<file path="config.mk">
export PLATFORM = sky130hd
export DESIGN_NAME = bram_stream_loader
export DESIGN_NICKNAME = d
export VERILOG_FILES = /design/src/rtl/bram_stream_loader.sv
export SDC_FILE = /design/constraint.sdc
export NUM_CORES = 1
export LEC_CHECK = 0
export ABC_AREA = 1
export BUFFER_PORTS_ARGS = -buffer_cell sky130_fd_sc_hd__buf_2
export CORE_MARGIN = 2
export CORE_UTILIZATION = 50
export CTS_BUF_LIST = sky130_fd_sc_hd__clkbuf_4 sky130_fd_sc_hd__clkbuf_8 sky130_fd_sc_hd__clkbuf_16
export CTS_CLUSTER_DIAMETER = 30
export DETAILED_ROUTE_END_ITERATION = 10
export GPL_TIMING_DRIVEN = 0
export PLACE_DENSITY = 0.68
export SLEW_MARGIN = 15
export SYNTH_ARGS = -nofsm -noshare
export SYNTH_HDL_FRONTEND = slang
export SYNTH_SLANG_ARGS = --single-unit
</file>
<file path="constraint.sdc">
create_clock -name clk -period 2.35 [get_ports clk]
set_input_delay 0.1175 -clock clk [delete_from_list [all_inputs] [get_ports clk]]
set_output_delay 0.1175 -clock clk [all_outputs]
set_load 0.02 [all_outputs]
</file>
<file path="src/rtl/bram_stream_loader.sv">
// Byte-stream loader that writes framed program/data images into the BRAM port-B
// init interfaces and holds the CPU in reset until a frame commits cleanly.
module bram_stream_loader #(
  parameter int         ADDR_W    = 15,
  parameter logic [7:0] SYNC_BYTE = 8'hA5
) (
  input  logic              clk,
  input  logic              reset,
  input  logic [7:0]        s_data,
  input  logic              s_valid,
  output logic              s_ready,
  output logic [ADDR_W-1:0] mem_addr,
  output logic [31:0]       mem_data,
  output logic [3:0]        mem_we,
  output logic              instr_mem_en,
  output logic              data_mem_en,
  output logic              cpu_reset_o,
  output logic              done_o,
  output logic              error_o
);

  typedef enum logic [2:0] {
    ST_IDLE, ST_TARGET, ST_LEN0, ST_LEN1, ST_DATA, ST_WRITE, ST_CHECK, ST_ERROR
  } state_t;

  localparam logic [16:0] MAX_WORDS = 17'd1 << ADDR_W;

  state_t              state_r, next_s;
  logic                target_r;
  logic [15:0]         count_r;
  logic [ADDR_W:0]     idx_r;
  logic [ADDR_W:0]     idx_next_s;
  logic [1:0]          lane_r;
  logic [23:0]         word_r;
  logic [7:0]          chk_r;
  logic                s_ready_r;
  logic [ADDR_W-1:0]   mem_addr_r;
  logic [31:0]         mem_data_r;
  logic [3:0]          mem_we_r;
  logic                instr_en_r, data_en_r;
  logic                cpu_reset_r, done_r, error_r;
  logic                accept_s;
  logic [15:0]         count_full_s;

  function automatic logic [7:0] chk_update(input logic [7:0] acc, input logic [7:0] b);
    return acc ^ b;
  endfunction

  assign accept_s     = s_valid && s_ready_r;
  assign count_full_s = {s_data, count_r[7:0]};
  assign idx_next_s   = idx_r + (ADDR_W+1)'(1);

  // Next-state decode for the frame parser.
  always_comb begin
    next_s = state_r;
    case (state_r)
      ST_IDLE: begin
        if (accept_s && s_data == SYNC_BYTE) next_s = ST_TARGET;
        else                                  next_s = ST_IDLE;
      end
      ST_TARGET: begin
        if (accept_s) begin
          if (s_data == 8'h00 || s_data == 8'h01) next_s = ST_LEN0;
          else                                     next_s = ST_ERROR;
        end else begin
          next_s = ST_TARGET;
        end
      end
      ST_LEN0: begin
        if (accept_s) next_s = ST_LEN1;
        else          next_s = ST_LEN0;
      end
      ST_LEN1: begin
        if (accept_s) begin
          if ({1'b0, count_full_s} > MAX_WORDS) next_s = ST_ERROR;
          else if (count_full_s == 16'd0)       next_s = ST_CHECK;
          else                                  next_s = ST_DATA;
        end else begin
          next_s = ST_LEN1;
        end
      end
      ST_DATA: begin
        if (accept_s && lane_r == 2'd3) next_s = ST_WRITE;
        else                            next_s = ST_DATA;
      end
      ST_WRITE: begin
        if (17'(idx_next_s) < {1'b0, count_r}) next_s = ST_DATA;
        else                                   next_s = ST_CHECK;
      end
      ST_CHECK: begin
        if (accept_s) begin
          if (s_data == chk_r) next_s = ST_IDLE;
          else                 next_s = ST_ERROR;
        end else begin
          next_s = ST_CHECK;
        end
      end
      ST_ERROR: next_s = ST_IDLE;
      default:  next_s = ST_IDLE;
    endcase
  end

  // State register, frame datapath and registered BRAM/status outputs.
  always_ff @(posedge clk) begin
    if (reset) begin
      state_r     <= ST_IDLE;
      target_r    <= 1'b0;
      count_r     <= 16'd0;
      idx_r       <= '0;
      lane_r      <= 2'd0;
      word_r      <= 24'd0;
      chk_r       <= 8'd0;
      s_ready_r   <= 1'b1;
      mem_addr_r  <= '0;
      mem_data_r  <= 32'd0;
      mem_we_r    <= 4'h0;
      instr_en_r  <= 1'b0;
      data_en_r   <= 1'b0;
      cpu_reset_r <= 1'b1;
      done_r      <= 1'b0;
      error_r     <= 1'b0;
    end else begin
      state_r    <= next_s;
      s_ready_r  <= (next_s != ST_WRITE) && (next_s != ST_ERROR);
      mem_we_r   <= 4'h0;
      instr_en_r <= 1'b0;
      data_en_r  <= 1'b0;
      done_r     <= 1'b0;
      case (state_r)
        ST_IDLE: begin
          if (accept_s && s_data == SYNC_BYTE) begin
            cpu_reset_r <= 1'b1;
            error_r     <= 1'b0;
            chk_r       <= 8'd0;
            idx_r       <= '0;
            lane_r      <= 2'd0;
          end
        end
        ST_TARGET: if (accept_s) target_r <= s_data[0];
        ST_LEN0:   if (accept_s) count_r[7:0] <= s_data;
        ST_LEN1:   if (accept_s) count_r[15:8] <= s_data;
        ST_DATA: begin
          if (accept_s) begin
            chk_r  <= chk_update(chk_r, s_data);
            lane_r <= lane_r + 2'd1;
            case (lane_r)
              2'd0: word_r[7:0]   <= s_data;
              2'd1: word_r[15:8]  <= s_data;
              2'd2: word_r[23:16] <= s_data;
              default: begin
                // Launch the write straight from the last lane so the port is registered.
                mem_we_r   <= 4'hF;
                mem_data_r <= {s_data, word_r};
                mem_addr_r <= idx_r[ADDR_W-1:0];
                instr_en_r <= ~target_r;
                data_en_r  <= target_r;
              end
            endcase
          end
        end
        ST_WRITE: idx_r <= idx_next_s;
        ST_CHECK: begin
          if (accept_s && s_data == chk_r) begin
            done_r      <= 1'b1;
            cpu_reset_r <= 1'b0;
          end
        end
        ST_ERROR: error_r <= 1'b1;
        default:  state_r <= ST_IDLE;
      endcase
    end
  end

  assign s_ready      = s_ready_r;
  assign mem_addr     = mem_addr_r;
  assign mem_data     = mem_data_r;
  assign mem_we       = mem_we_r;
  assign instr_mem_en = instr_en_r;
  assign data_mem_en  = data_en_r;
  assign cpu_reset_o  = cpu_reset_r;
  assign done_o       = done_r;
  assign error_o      = error_r;

endmodule
</file>
==> results.tsv <==
metric	value	unit
status	finished, final reports clean	
drcViolationCount	0	
p_switching	1.28	mW
insertion_delay	0.54	ns
yosysTopAreaCellShare	0.447	
ys_types	36	
final_core_utilization	0.636	
fin_skew	0.00913	ns
track_usage	0.256	
min_period	2.21	ns
cp.arrival	2.61	ns
via_per_inst	5.32	
path_buf_inv	1	
dr.pass1.iters	5	
grt_max_degree	17	
drive_gt1_frac	0.214	
antenna_found_initial	0	
wl_per_cell	15.0	um
cts_sinks	124	
num_vias	5251	
cpMostUsedCell	nand2_1	
synth_flop_cell	dfxtp_1	
syn_area	5550	um^2
final_area	6900	um^2
overflow	0	
fin_nets	865	
cts_tree	done	
max_freq	452	MHz
dpl-instance-area	6060	um^2
initial_core_util	0.512	
synth_area_per_cell	7.55	um^2
timing.hold.ws	0.106	ns
setup_tns	0	ns
power_density	778	nW/um^2
p_int	4.09	mW
slew_headroom	0.538	
place_ws	-0.0179	ns
timing_worst_setup_path_type	register to register	
syn_nets	766	
synth_common_cells	dfxtp_1, o21ai_0, nor2_1, nand2_1, a21oi_1	
critPathMaxStageDelay	0.39	ns
drtIter0Drc	350	
clockBufferDepth	2	
crit_path_end_kind	register	
yosysMostFrequentCell	dfxtp_1	
dpl.hpwl	10400	um
cts_htree_levels	4	
die_x	109	um
netlist_instances	735	
hold_viol	0	
ir_drop	0.000567	V
grt_pass1_vias	4903	
pwr-share-seq	0.407	
drv_slew	0	
power_frac_comb	0.079	
n_antenna_cell	0	
instances_no_fill	987	
synth_seq_cells	124	
die_y	109	um
ios	68	
gp_congestion	0.977	
cts_made_buffers	17	
cp.required	2.75	ns
area_delta_synth_final	24.3	%
placed_cells	942	
worst_pin_slew	0.692	ns
swShare	0.238	
synth_edf_count	0	
crit_chain	nand2_1 > nor3_4 > nand2_2 > nor2_1 > nand2_1 > nand2_1 > nand2_1 > inv_1 > ha_1 > a21oi_1 > a21oi_2 > nor2_1 > nand2_1 > nand2_1 > a21oi_2	
cp-start-kind	register	
async_flop_share	0	
yosysWarnings	0	
synthTopCellsByArea	dfxtp_1, o21ai_0, a21oi_1, nor2_1, nand2_1	
core	10800	um^2
wirelength	14800	um
portBuffers	67	
critPathSlowestCell	dfxtp_4	
cp_top_family	simple AND/OR/NAND/NOR gates	
cap_violations	0	
worstHoldPathType	input port to register	
drtAntennaViolNets	0	
clkSlewWorstSetupHoldPaths	0.06	ns
fin_crit_sh	0.941	
crit_fanout	6	
fp.dieArea	12000	um^2
grt_pass1_wl	23300	um
num_rows	38	
power.total	5.37	mW
p_leak	3.05	nW
synth_top_cell_by_area	dfxtp_1	
root_buffer	clkbuf_8	
ys_seq_area_frac	0.447	
setup_ws	0.139	ns
power.share.clock	0.513	
setup_viol	0	
[flip-flops by register name (all words and copies together) (netlist names), 2 cells and up]
name,cells
word_r,24
chk_r,8
idx_r,16
mem_addr,15
count_r,16
lane_r,2
state_r,3
mem_data,32
[area by class of cell]
cell class              instances  area, um^2
flip-flops and latches        124        2490
clock inverters                11         165
inverters                      75         288
plain buffers                  36         199
well taps                     140         175
clock buffers                  21         463
multi-input cells             500        2660
repair buffers                 80         455
fillers                       954        3940
[power groups by stage]
stage | registers [mW] | logic (mW) | clock network [mW]
floorplan | 2.22 | 0.295 | 0
global placement | 2.23 | 0.398 | 0
detailed placement | 2.23 | 0.406 | 0
CTS | 2.19 | 0.419 | 2.78
global route | 2.19 | 0.475 | 2.88
finish | 2.19 | 0.427 | 2.75
[cell families (layout without fill, tap and decap cells)]
logic type,Yosys count,count (layout),share of synthesized area
DFF,124,124,0.447
adders and majority gates,20,20,0.0451
buffers and inverters,111,223,0.0873
and+or+nand+nor,271,271,0.219
xor gates and xnor gates,8,8,0.0140
AOI/OAI and AO/OA,201,201,0.187
[per-layer routing]
metal | wire length [um] | share of wire | global-route usage
met4 | 213 | 0.014 | 0.0913
met2 | 6820 | 0.46 | 0.403
met5 | 0 | 0 | 0
met1 | 6770 | 0.46 | 0.338
met3 | 981 | 0.066 | 0.0711
[path summary, 6_finish.rpt]
| check | start | end | slack, ns | cells after the start |
|---|---|---|---|---|
| hold reg to reg | target_r | instr_mem_en | 0.41 | 1 |
| setup reg to reg | idx_r[2] | state_r[1] | 0.14 | 15 |
| hold / removal | s_valid | done_o | 0.11 | 5 |
| setup / recovery | idx_r[2] | state_r[1] | 0.14 | 15 |
[worst register-to-register path, cell delays in order, from the launching register on]
cell and delay, ns:
dfxtp_4 0.39, nand2_1 0.10, nor3_4 0.23, nand2_2 0.12
nor2_1 0.10, nand2_1 0.05, nand2_1 0.08, nand2_1 0.08
inv_1 0.06, ha_1 0.23, a21oi_1 0.23, a21oi_2 0.09
nor2_1 0.13, nand2_1 0.07, nand2_1 0.07, a21oi_2 0.05
[what timing repair did]
item,CTS,global route
setup buffers,0,4
endpoints found under the setup margin,1,1
pin swaps,0,7
hold buffers,9,0
resized for setup,2,26
hold endpoints to repair,22,0
cloned,0,0
[cell usage in the layout, fill, tap and decap left out, types with 16 or more instances in the layout]
cell	instances
dfxtp_1	118
o21ai_0	93
nor2_1	92
nand2_1	91
a21oi_1	87
buf_2	76
inv_1	62
nand3_1	45
ha_1	18
clkbuf_1	17
clkbuf_16	16
(Power assumes the default switching activity.)
